==> config.mk <==
export PLATFORM = sky130hd
export DESIGN_NAME = i2c_reg_reader
export DESIGN_NICKNAME = d
export VERILOG_FILES = /design/src/rtl/i2c_reg_reader.sv
export SDC_FILE = /design/constraint.sdc
export NUM_CORES = 1
export LEC_CHECK = 0
export ABC_CLOCK_PERIOD_IN_PS = 4750
export CAP_MARGIN = 20
export CORE_MARGIN = 8
export CORE_UTILIZATION = 55
export CTS_CLUSTER_DIAMETER = 80
export DETAILED_ROUTE_END_ITERATION = 6
export GPL_ROUTABILITY_DRIVEN = 0
export PLACE_DENSITY = 0.83
export SETUP_SLACK_MARGIN = 0.05
export SLEW_MARGIN = 25
export SYNTH_ARGS = -nofsm -noshare
export SYNTH_HDL_FRONTEND = slang
export SYNTH_SLANG_ARGS = --single-unit
export TNS_END_PERCENT = 1
==> constraint.sdc <==
create_clock -name clk -period 4.75 [get_ports clk]
set_input_delay 0.475 -clock clk [delete_from_list [all_inputs] [get_ports clk]]
set_output_delay 0.475 -clock clk [all_outputs]
set_load 0.005 [all_outputs]
==> src/rtl/i2c_reg_reader.sv <==
// i2c_reg_reader: bit-level I2C master that reads one device register.
// Sequence: S, {addr,W}, reg_num, Sr, {addr,R}, 1..4 data bytes, P.
// SCL/SDA are open-drain; o_*_t = 1 releases the line, 0 pulls it low.
module i2c_reg_reader #(
    parameter int CLK_FREQ = 100000000,
    parameter int I2C_FREQ = 100000
) (
    input  logic        clk,
    input  logic        resetn,
    input  logic [6:0]  i_dev_addr,
    input  logic [7:0]  i_reg_num,
    input  logic [2:0]  i_read_len,
    input  logic        i_start,
    output logic [1:0]  o_status,
    output logic [31:0] o_rx_data,
    input  logic        i_scl,
    input  logic        i_sda,
    output logic        o_scl_t,
    output logic        o_sda_t
);
    // Clocks per quarter-bit; must be at least 2 so the synchronized SCL
    // reflects our own low drive before the stretch check in q1.
    localparam int QDIV = CLK_FREQ / (4 * I2C_FREQ);
    localparam int QW = $clog2(QDIV);
    localparam logic [QW-1:0] QLAST = QW'(QDIV - 1);

    typedef enum logic [2:0] {
        ST_IDLE, ST_START, ST_WBYTE, ST_WACK,
        ST_RSTART, ST_RBYTE, ST_MACK, ST_STOP
    } state_t;

    // Start handshake: i_start is a one-cycle strobe that is accepted only
    // while o_status[0] (idle) is 1; a strobe while busy is dropped.
    // Completion is signalled by idle returning to 1.

    logic [1:0]    scl_sync, sda_sync;
    logic          scl_s, sda_s;
    state_t        state;
    logic [1:0]    phase;
    logic [QW-1:0] qcnt;
    logic          tick, hold, adv, mid;
    logic [2:0]    bit_cnt;
    logic [1:0]    wbyte_idx;
    logic [2:0]    rd_cnt, len_r;
    logic [6:0]    addr_r;
    logic [7:0]    reg_r, shreg, rshift;
    logic          ack_bit, idle, fault;
    logic          want_scl, want_sda;

    // Two-flop synchronizers for the asynchronous pin inputs
    always_ff @(posedge clk or negedge resetn) begin
        if (!resetn) begin
            scl_sync <= 2'b11;
            sda_sync <= 2'b11;
        end else begin
            scl_sync <= {scl_sync[0], i_scl};
            sda_sync <= {sda_sync[0], i_sda};
        end
    end

    assign scl_s = scl_sync[1];
    assign sda_s = sda_sync[1];

    // q1 releases SCL; a slave holding it low freezes the quarter counter
    assign tick = (qcnt == QLAST);
    assign hold = (phase == 2'd1) && !scl_s;
    assign adv  = tick && !hold;
    assign mid  = (phase == 2'd1) || (phase == 2'd2);

    assign o_status = {fault, idle};

    // Desired line levels for the current state and quarter
    always_comb begin
        want_scl = 1'b1;
        want_sda = 1'b1;
        case (state)
            ST_IDLE: begin
                want_scl = 1'b1;
                want_sda = 1'b1;
            end
            ST_START: begin
                want_scl = (phase != 2'd3);
                want_sda = (phase < 2'd2);
            end
            ST_RSTART: begin
                want_scl = mid;
                want_sda = (phase < 2'd2);
            end
            ST_WBYTE: begin
                want_scl = mid;
                want_sda = shreg[7];
            end
            ST_WACK, ST_RBYTE: begin
                want_scl = mid;
                want_sda = 1'b1;
            end
            ST_MACK: begin
                want_scl = mid;
                want_sda = (rd_cnt == len_r);
            end
            ST_STOP: begin
                want_scl = (phase != 2'd0);
                want_sda = (phase == 2'd3);
            end
            default: begin
                want_scl = 1'b1;
                want_sda = 1'b1;
            end
        endcase
    end

    // Transfer FSM, quarter timing, data path and registered line drivers
    always_ff @(posedge clk or negedge resetn) begin
        if (!resetn) begin
            state     <= ST_IDLE;
            phase     <= 2'd0;
            qcnt      <= '0;
            bit_cnt   <= 3'd0;
            wbyte_idx <= 2'd0;
            rd_cnt    <= 3'd0;
            len_r     <= 3'd0;
            addr_r    <= 7'd0;
            reg_r     <= 8'd0;
            shreg     <= 8'd0;
            rshift    <= 8'd0;
            ack_bit   <= 1'b0;
            idle      <= 1'b1;
            fault     <= 1'b0;
            o_rx_data <= 32'd0;
            o_scl_t   <= 1'b1;
            o_sda_t   <= 1'b1;
        end else begin
            o_scl_t <= want_scl;
            o_sda_t <= want_sda;
            if (state == ST_IDLE) begin
                qcnt  <= '0;
                phase <= 2'd0;
                if (i_start) begin
                    addr_r    <= i_dev_addr;
                    reg_r     <= i_reg_num;
                    len_r     <= i_read_len;
                    o_rx_data <= 32'd0;
                    if (i_read_len == 3'd0 || i_read_len > 3'd4) begin
                        fault <= 1'b1;
                    end else begin
                        fault <= 1'b0;
                        idle  <= 1'b0;
                        state <= ST_START;
                    end
                end
            end else begin
                if (!hold) qcnt <= tick ? '0 : qcnt + 1'b1;
                if (adv) begin
                    if (phase == 2'd2) begin
                        if (state == ST_WACK) ack_bit <= sda_s;
                        if (state == ST_RBYTE) rshift <= {rshift[6:0], sda_s};
                    end
                    if (phase != 2'd3) begin
                        phase <= phase + 2'd1;
                    end else begin
                        phase <= 2'd0;
                        case (state)
                            ST_START: begin
                                state     <= ST_WBYTE;
                                shreg     <= {addr_r, 1'b0};
                                bit_cnt   <= 3'd0;
                                wbyte_idx <= 2'd0;
                            end
                            ST_WBYTE: begin
                                if (bit_cnt == 3'd7) begin
                                    state <= ST_WACK;
                                end else begin
                                    bit_cnt <= bit_cnt + 3'd1;
                                    shreg   <= {shreg[6:0], 1'b0};
                                end
                            end
                            ST_WACK: begin
                                if (ack_bit) begin
                                    fault <= 1'b1;
                                    state <= ST_STOP;
                                end else if (wbyte_idx == 2'd0) begin
                                    state     <= ST_WBYTE;
                                    shreg     <= reg_r;
                                    bit_cnt   <= 3'd0;
                                    wbyte_idx <= 2'd1;
                                end else if (wbyte_idx == 2'd1) begin
                                    state <= ST_RSTART;
                                end else begin
                                    state   <= ST_RBYTE;
                                    bit_cnt <= 3'd0;
                                    rd_cnt  <= 3'd0;
                                end
                            end
                            ST_RSTART: begin
                                state     <= ST_WBYTE;
                                shreg     <= {addr_r, 1'b1};
                                bit_cnt   <= 3'd0;
                                wbyte_idx <= 2'd2;
                            end
                            ST_RBYTE: begin
                                if (bit_cnt == 3'd7) begin
                                    o_rx_data <= {o_rx_data[23:0], rshift};
                                    rd_cnt    <= rd_cnt + 3'd1;
                                    state     <= ST_MACK;
                                end else begin
                                    bit_cnt <= bit_cnt + 3'd1;
                                end
                            end
                            ST_MACK: begin
                                if (rd_cnt == len_r) begin
                                    state <= ST_STOP;
                                end else begin
                                    state   <= ST_RBYTE;
                                    bit_cnt <= 3'd0;
                                end
                            end
                            ST_STOP: begin
                                state <= ST_IDLE;
                                idle  <= 1'b1;
                            end
                            default: state <= ST_IDLE;
                        endcase
                    end
                end
            end
        end
    end

endmodule
==> metrics.cfg, run 1 <==
[worst_setup_path]
cell_breakdown_of_the_critical_path = nor2b_1, nand2_1, nor3_4, buf_6, a22o_1
required_time_reported_for_the_critical_path_endpoint_ns = 5.04
worst_ep_arrival_time_ns = 3.04
critPathMaxStageDelay_ns = 0.99
setup.worst_path.class = flip-flop to flip-flop
crit_family = simple AND/OR/NAND/NOR gates
critical_path.n_buffers_inverters = 1
category_of_the_worst_setup_path_capture_point = flip-flop
cp_max_fo = 27
timing.critical_path.slowest_stage_cell = sky130_fd_sc_hd__dfrtp_1
start_kind = flip-flop

[timing]
layout_worst_path_cycle_share_pct = 57.9
fin_skew_ns = 0.00859
tightest_slew_ns = 0.966
hold_viol = 0
finalSetupTns_ns = 0
grt_setup_unrepaired = false
max_freq_mhz = 364
final-setup-viol-count = 0
min_period_ns = 2.75
finalMaxSlewViolations = 0
timing.slew.headroom_pct = 35.6

[cts]
cts-resized-gates = 0
ctsHoldBuffers = 0
cts-buffers-inserted = 9
htree_levels = 3
clkSlewWorstSetupHoldPaths_ns = 0.09
cts_tree = yes
cts-root-buf = sky130_fd_sc_hd__clkbuf_8
clkSinkCount = 96
insertion_delay_ns = 0.36
cts.repair_timing.setup_buffer_count = 0
clock_path_buffers = 2

[worst_hold_path]
timing.hold.worst.class = input pin to asynchronous set/reset pin

[power_and_ir_drop]
power_leakage_uw = 0.00236
pwr_density_cell_nw_per_um2 = 279
post-layout-total-power_uw = 1470
power.ir.vdd_worst_v = 0.000227

[floorplan]
die_h_um = 105
fp.coreArea_sq_um = 7730
rows = 32
initial_utilization_pct = 56.7
io-pin-count = 59
chipWidth_um = 105
design.die.area_sq_um = 11100

[detailed_routing]
vias = 3011
detail_route.first_pass.iterations = 4
drt_drc_violations_left = 0
drt-initial-drc-count = 184
route.antenna.remaining_nets = 0
wl_per_cell_um = 17.6
vias_per_cell = 5.76
routed_wl_mm = 9.21

[yosys]
ys_seq_elements = 96
synth_area_leaders = sky130_fd_sc_hd__dfrtp_1, sky130_fd_sc_hd__mux2_2, sky130_fd_sc_hd__a22o_1
synth.largest_area_cell = sky130_fd_sc_hd__dfrtp_1
synth-edff-count = 0
synth_area_sq_um = 4380
ys_warn_count = 0
synth_cell_types = 54
synth_ff_type = sky130_fd_sc_hd__dfrtp_1
synthesis.instances = 364
sequential_to_total_area_share_from_yosys_stat_pct = 55.1
synthArstFlopShare_pct = 100
net_count_of_the_mapped_netlist = 396
average_instance_area_after_synthesis_sq_um = 12.0
synth_top_area_share_pct = 50.9

[cells_and_area]
layout_commonest_cell = sky130_fd_sc_hd__dfrtp_1
areaGrowthSynthToFinish_pct = 19.8
insertedDiodeCount = 0
fin_nets = 448
mostFrequentLayoutCells = sky130_fd_sc_hd__dfrtp_1, sky130_fd_sc_hd__clkdlybuf4s50_1, sky130_fd_sc_hd__mux2_2
layout_cells_sized_above_1_pct = 17.8
final_core_util_pct = 67.9

[placement]
numPortBuffers = 58
place.detailed.hpwl_mm = 6.35

[global_routing]
remaining_overflow_grt = 0
track_usage_pct = 17.1
via_count_of_the_first_global_routing_pass = 3145
grt_max_degree = 52
antenna_violations_before_repair = 0
grt_pass1_wl_mm = 15.4

[run]
maxCapViolCount = 0

[status]
outcome = completed

[cell families (layout without fill, tap and decap cells)]
family                     Yosys count  in the layout  synth area share [%]
AOI/OAI and AO/OA                   87             87                  14.8
xor gates and xnor gates            10             10                  2.00
adders and majority gates            9              9                  2.57
buffers and inverters               33             90                  3.54
DFF                                 96             96                  55.1
muxes                               45             45                  11.4
and+or+nand+nor                     84             84                  10.7
[power by group]
group	total, uW	internal [uW]	switching (uW)
Combinational	51.3	26.5	24.8
Clock	580	299	280
Sequential	834	829	5.51
[metrics by stage]
| step | instances | hold slack, ns | instance area [sq um] | setup WS (ns) |
|---|---|---|---|---|
| 3_3_place_gp | 506 | 0.347 | 5010 | 2.04 |
| 2_1_floorplan | 364 | 0.179 | 4380 | 2.58 |
| 4_1_cts | 522 | 0.148 | 5240 | 1.86 |
| 5_1_grt | 523 | 0.165 | 5250 | 1.79 |
| 3_5_place_dp | 506 | 0.348 | 5010 | 1.93 |
| 6_report | 523 | 0.137 | 5250 | 2.00 |
[worst reg2reg max path, cell delays in order, from the launching register on]
cell	delay, ns
sky130_fd_sc_hd__dfrtp_1	0.99
sky130_fd_sc_hd__nor2b_1	0.32
sky130_fd_sc_hd__nand2_1	0.31
sky130_fd_sc_hd__nor3_4	0.65
sky130_fd_sc_hd__buf_6	0.27
sky130_fd_sc_hd__a22o_1	0.16
[cells in the mapped netlist, drive strengths merged (2+ instances only)]
cell type / n
a21o: 3
a21oi: 14
a22o: 32
and3: 3
buf: 14
clkbuf: 6
dfrtp: 89
dfstp: 7
ha: 9
inv: 13
mux2: 35
mux2i: 10
nand2: 24
nand2b: 2
nand3: 7
nand4: 2
nand4b: 2
nor2: 21
nor2b: 4
nor3: 8
nor3b: 2
nor4: 2
o2111ai: 2
o21ai: 21
o31ai: 3
o41ai: 2
or3: 2
xnor2: 2
xor2: 8
[per-layer routing]
layer  vias to the layer above  GRT usage, %  share of wire (%)
li1                       1426             -                  -
met1                      1489          19.9                 42
met5                         -             0                  0
met3                        16          5.48                5.0
met2                        80          28.6                 52
met4                         0          7.14                1.8
[path summary, 6_finish.rpt]
path	cells past startpoint	startpoint	slack [ns]	to
setup / recovery	5	state[0]	2.00	o_rx_data[25]
hold / removal	1	resetn	0.14	qcnt[0]
setup reg to reg	5	state[0]	2.00	o_rx_data[25]
max in group asynchronous	2	resetn	3.61	qcnt[6]
min in group clk	0	sda_sync[0]	0.36	sda_sync[1]
hold reg to reg	0	sda_sync[0]	0.36	sda_sync[1]
[state kept, by name, indices dropped and copies added, names as in the netlist, 3 cells and up]
name       flops
addr_r         7
bit_cnt        3
len_r          3
o_rx_data     32
qcnt           8
rd_cnt         3
reg_r          8
rshift         8
shreg          8
state          3
[layout make-up]
| cell class | instances | area, sq um |
|---|---|---|
| Clock inverter | 6 | 92.6 |
| Fill cell | 564 | 2480 |
| Inverter | 13 | 48.8 |
| Timing Repair Buffer | 61 | 604 |
| Sequential cell | 96 | 2410 |
| Multi-Input combinational cell | 235 | 1830 |
| Tap cell | 102 | 128 |
| Clock buffer | 10 | 128 |
Power figures use the tool's default switching activity.
==> run 2: changes to the inputs <==
--- a/config.mk
+++ b/config.mk
@@ -5,7 +5,7 @@
 export SDC_FILE = /design/constraint.sdc
 export NUM_CORES = 1
 export LEC_CHECK = 0
-export ABC_CLOCK_PERIOD_IN_PS = 4750
+export ABC_CLOCK_PERIOD_IN_PS = 2800
 export CAP_MARGIN = 20
 export CORE_MARGIN = 8
 export CORE_UTILIZATION = 55
==> constraint.sdc (replaced) <==
create_clock -name clk -period 2.8 [get_ports clk]
set_input_delay 0.28 -clock clk [delete_from_list [all_inputs] [get_ports clk]]
set_output_delay 0.28 -clock clk [all_outputs]
set_load 0.005 [all_outputs]
==> metrics.cfg, run 2 (synthesized netlist as in run 1, its figures left out) <==
[floorplan]
die_h_um = 105  ; unchanged
io-pin-count = 59  ; unchanged
initial_utilization_pct = 56.7  ; unchanged
design.die.area_sq_um = 11100  ; unchanged
chipWidth_um = 105  ; unchanged
rows = 32  ; unchanged
fp.coreArea_sq_um = 7730  ; unchanged

[power_and_ir_drop]
power_switching_share_pct = 23.5  ; was 21.2%
comb_power_share_pct = 3.8  ; was 3.5%
share_seq_of_total_power_pct = 59.5  ; was 56.9%
power.ir.vdd_worst_v = 0.000277  ; was 0.000227 V
pwr_density_cell_nw_per_um2 = 453  ; was 279 nW/um^2
power.net_switching_uw = 558  ; was 311 uW
power_report.internal_total_uw = 1820  ; was 1150 uW
power.share.clock_pct = 36.7  ; was 39.6%
power_leakage_uw = 0.00239  ; was 0.00236 uW

[worst_setup_path]
timing.critical_path.slowest_stage_cell = sky130_fd_sc_hd__nor4_4  ; was sky130_fd_sc_hd__dfrtp_1
critPathMaxStageDelay_ns = 0.42  ; was 0.99 ns
start_kind = flip-flop  ; unchanged
setup.worst_path.class = flip-flop to flip-flop  ; unchanged
cp_max_fo = 9  ; was 27
critical_path.n_buffers_inverters = 1  ; unchanged
category_of_the_worst_setup_path_capture_point = flip-flop  ; unchanged
crit_family = simple AND/OR/NAND/NOR gates  ; unchanged
required_time_reported_for_the_critical_path_endpoint_ns = 3.05  ; was 5.04 ns
cell_breakdown_of_the_critical_path = inv_1, ha_1, nor2b_1, nor4_4, o21ai_2, a21oi_2, mux2_2  ; was nor2b_1, nand2_1, nor3_4, buf_6, a22o_1
worst_ep_arrival_time_ns = 2.65  ; was 3.04 ns

[cells_and_area]
areaGrowthSynthToFinish_pct = 20.0  ; was 19.8%
top_register = o_rx_data  ; unchanged
layout_commonest_cell = sky130_fd_sc_hd__dfrtp_1  ; unchanged
num-fill-cells = 551  ; was 564
insertedDiodeCount = 0  ; unchanged
final_core_util_pct = 68.0  ; was 67.9%
layout_cells_sized_above_1_pct = 18.6  ; was 17.8%
number_of_flip_flops_in_the_largest_register = 32  ; unchanged
mostFrequentLayoutCells = sky130_fd_sc_hd__dfrtp_1, sky130_fd_sc_hd__clkdlybuf4s50_1, sky130_fd_sc_hd__mux2_2  ; unchanged
fin_nets = 452  ; was 448

[timing]
grt_setup_unrepaired = false  ; unchanged
tightest_slew_ns = 0.714  ; was 0.966 ns
min_period_ns = 2.40  ; was 2.75 ns
timing.slew.headroom_pct = 52.3  ; was 35.6%
final-setup-viol-count = 0  ; unchanged
finalSetupTns_ns = 0  ; unchanged
layout_setup_ws_ns = 0.401  ; was 2.00 ns
hold_viol = 0  ; unchanged
fin_skew_ns = 0.0191  ; was 0.00859 ns
finalMaxSlewViolations = 0  ; unchanged
layout_worst_path_cycle_share_pct = 85.7  ; was 57.9%
max_freq_mhz = 417  ; was 364 MHz

[global_routing]
antenna_violations_before_repair = 0  ; unchanged
via_count_of_the_first_global_routing_pass = 3074  ; was 3,145
remaining_overflow_grt = 0  ; unchanged
grt_max_degree = 54  ; was 52
grt_pass1_wl_mm = 15.2  ; was 15.4 mm
track_usage_pct = 16.8  ; was 17.1%

[cts]
insertion_delay_ns = 0.36  ; about the same
cts_tree = yes  ; unchanged
htree_levels = 3  ; unchanged
clkSinkCount = 96  ; unchanged
clock_path_buffers = 2  ; unchanged
cts-root-buf = sky130_fd_sc_hd__clkbuf_8  ; unchanged
cts-buffers-inserted = 9  ; unchanged
cts-resized-gates = 0  ; unchanged
clkSlewWorstSetupHoldPaths_ns = 0.10  ; was 0.09 ns

[detailed_routing]
vias = 3053  ; was 3,011
detail_route.first_pass.iterations = 4  ; unchanged
routed_wl_mm = 8.92  ; was 9.21 mm
drt_drc_violations_left = 0  ; unchanged
wl_per_cell_um = 16.9  ; was 17.6 um
route.antenna.remaining_nets = 0  ; unchanged
vias_per_cell = 5.79  ; was 5.76
drt-initial-drc-count = 235  ; was 184

[status]
outcome = completed  ; unchanged

[run]
maxCapViolCount = 0  ; unchanged

[placement]
numPortBuffers = 58  ; unchanged
place_ws_ns = 0.413  ; was 1.93 ns
place.detailed.hpwl_mm = 6.47  ; was 6.35 mm

[worst_hold_path]
timing.hold.worst.class = input pin to flip-flop  ; was input pin to asynchronous set/reset pin

run 2: final timing paths:
check	start	endpoint	slack [ns]	cells after the start
min reg2reg	sda_sync[0]	sda_sync[1]	0.36	0
min	i_sda	sda_sync[0]	0.32	1
max reg2reg	phase[1]	shreg[7]	0.40	7
max in group asynchronous	resetn	sda_sync[1]	1.63	3
max	phase[1]	shreg[7]	0.40	7
min in group asynchronous	resetn	wbyte_idx[0]	0.45	2
run 2: area by class of cell:
cell class,instances,area (sq um),share of cell area [%]
multi-input combinational,235,1830,34.7
tap,102,128,2.43
clock inverter,6,58.8,1.12
sequential,96,2410,45.9
timing repair buffer,65,646,12.3
inverter,13,48.8,0.929
clock buffer,10,138,2.62
run 2: what timing repair did:
action / in CTS / in global routing
hold buffers: 1 / 0
setup endpoints to repair: 0 / 0
hold endpoints to repair: 42 / 0
setup buffers: 0 / 0
run 2: through the flow:
| stage | hold WS, ns | power (uW) | std cells | instance area (sq um) |
|---|---|---|---|---|
| after floorplan | -0.0156 | 1460 | 364 | 4380 |
| after detailed placement | 0.311 | 1530 | 510 | 5050 |
| after global routing | 0.309 | 2470 | 527 | 5260 |
| final | 0.317 | 2380 | 527 | 5260 |
| after global placement | 0.311 | 1530 | 510 | 5050 |
| after CTS | 0.308 | 2400 | 527 | 5260 |
run 2: power groups by stage:
stage	Sequential, uW	Combinational, uW	Clock (uW)
detailed placement	1440	91.4	0
floorplan	1440	23.5	0
CTS	1420	93.0	890
finish	1420	90.2	873
global placement	1440	89.6	0
global route	1420	102	952
run 2: layer usage:
metal	routed length [um]	GRT usage, %	vias to the layer above
li1	-	-	1441
met1	3920	21.3	1483
met2	4370	26.5	107
met3	454	4.63	22
met4	183	6.93	0
met5	0	0	-
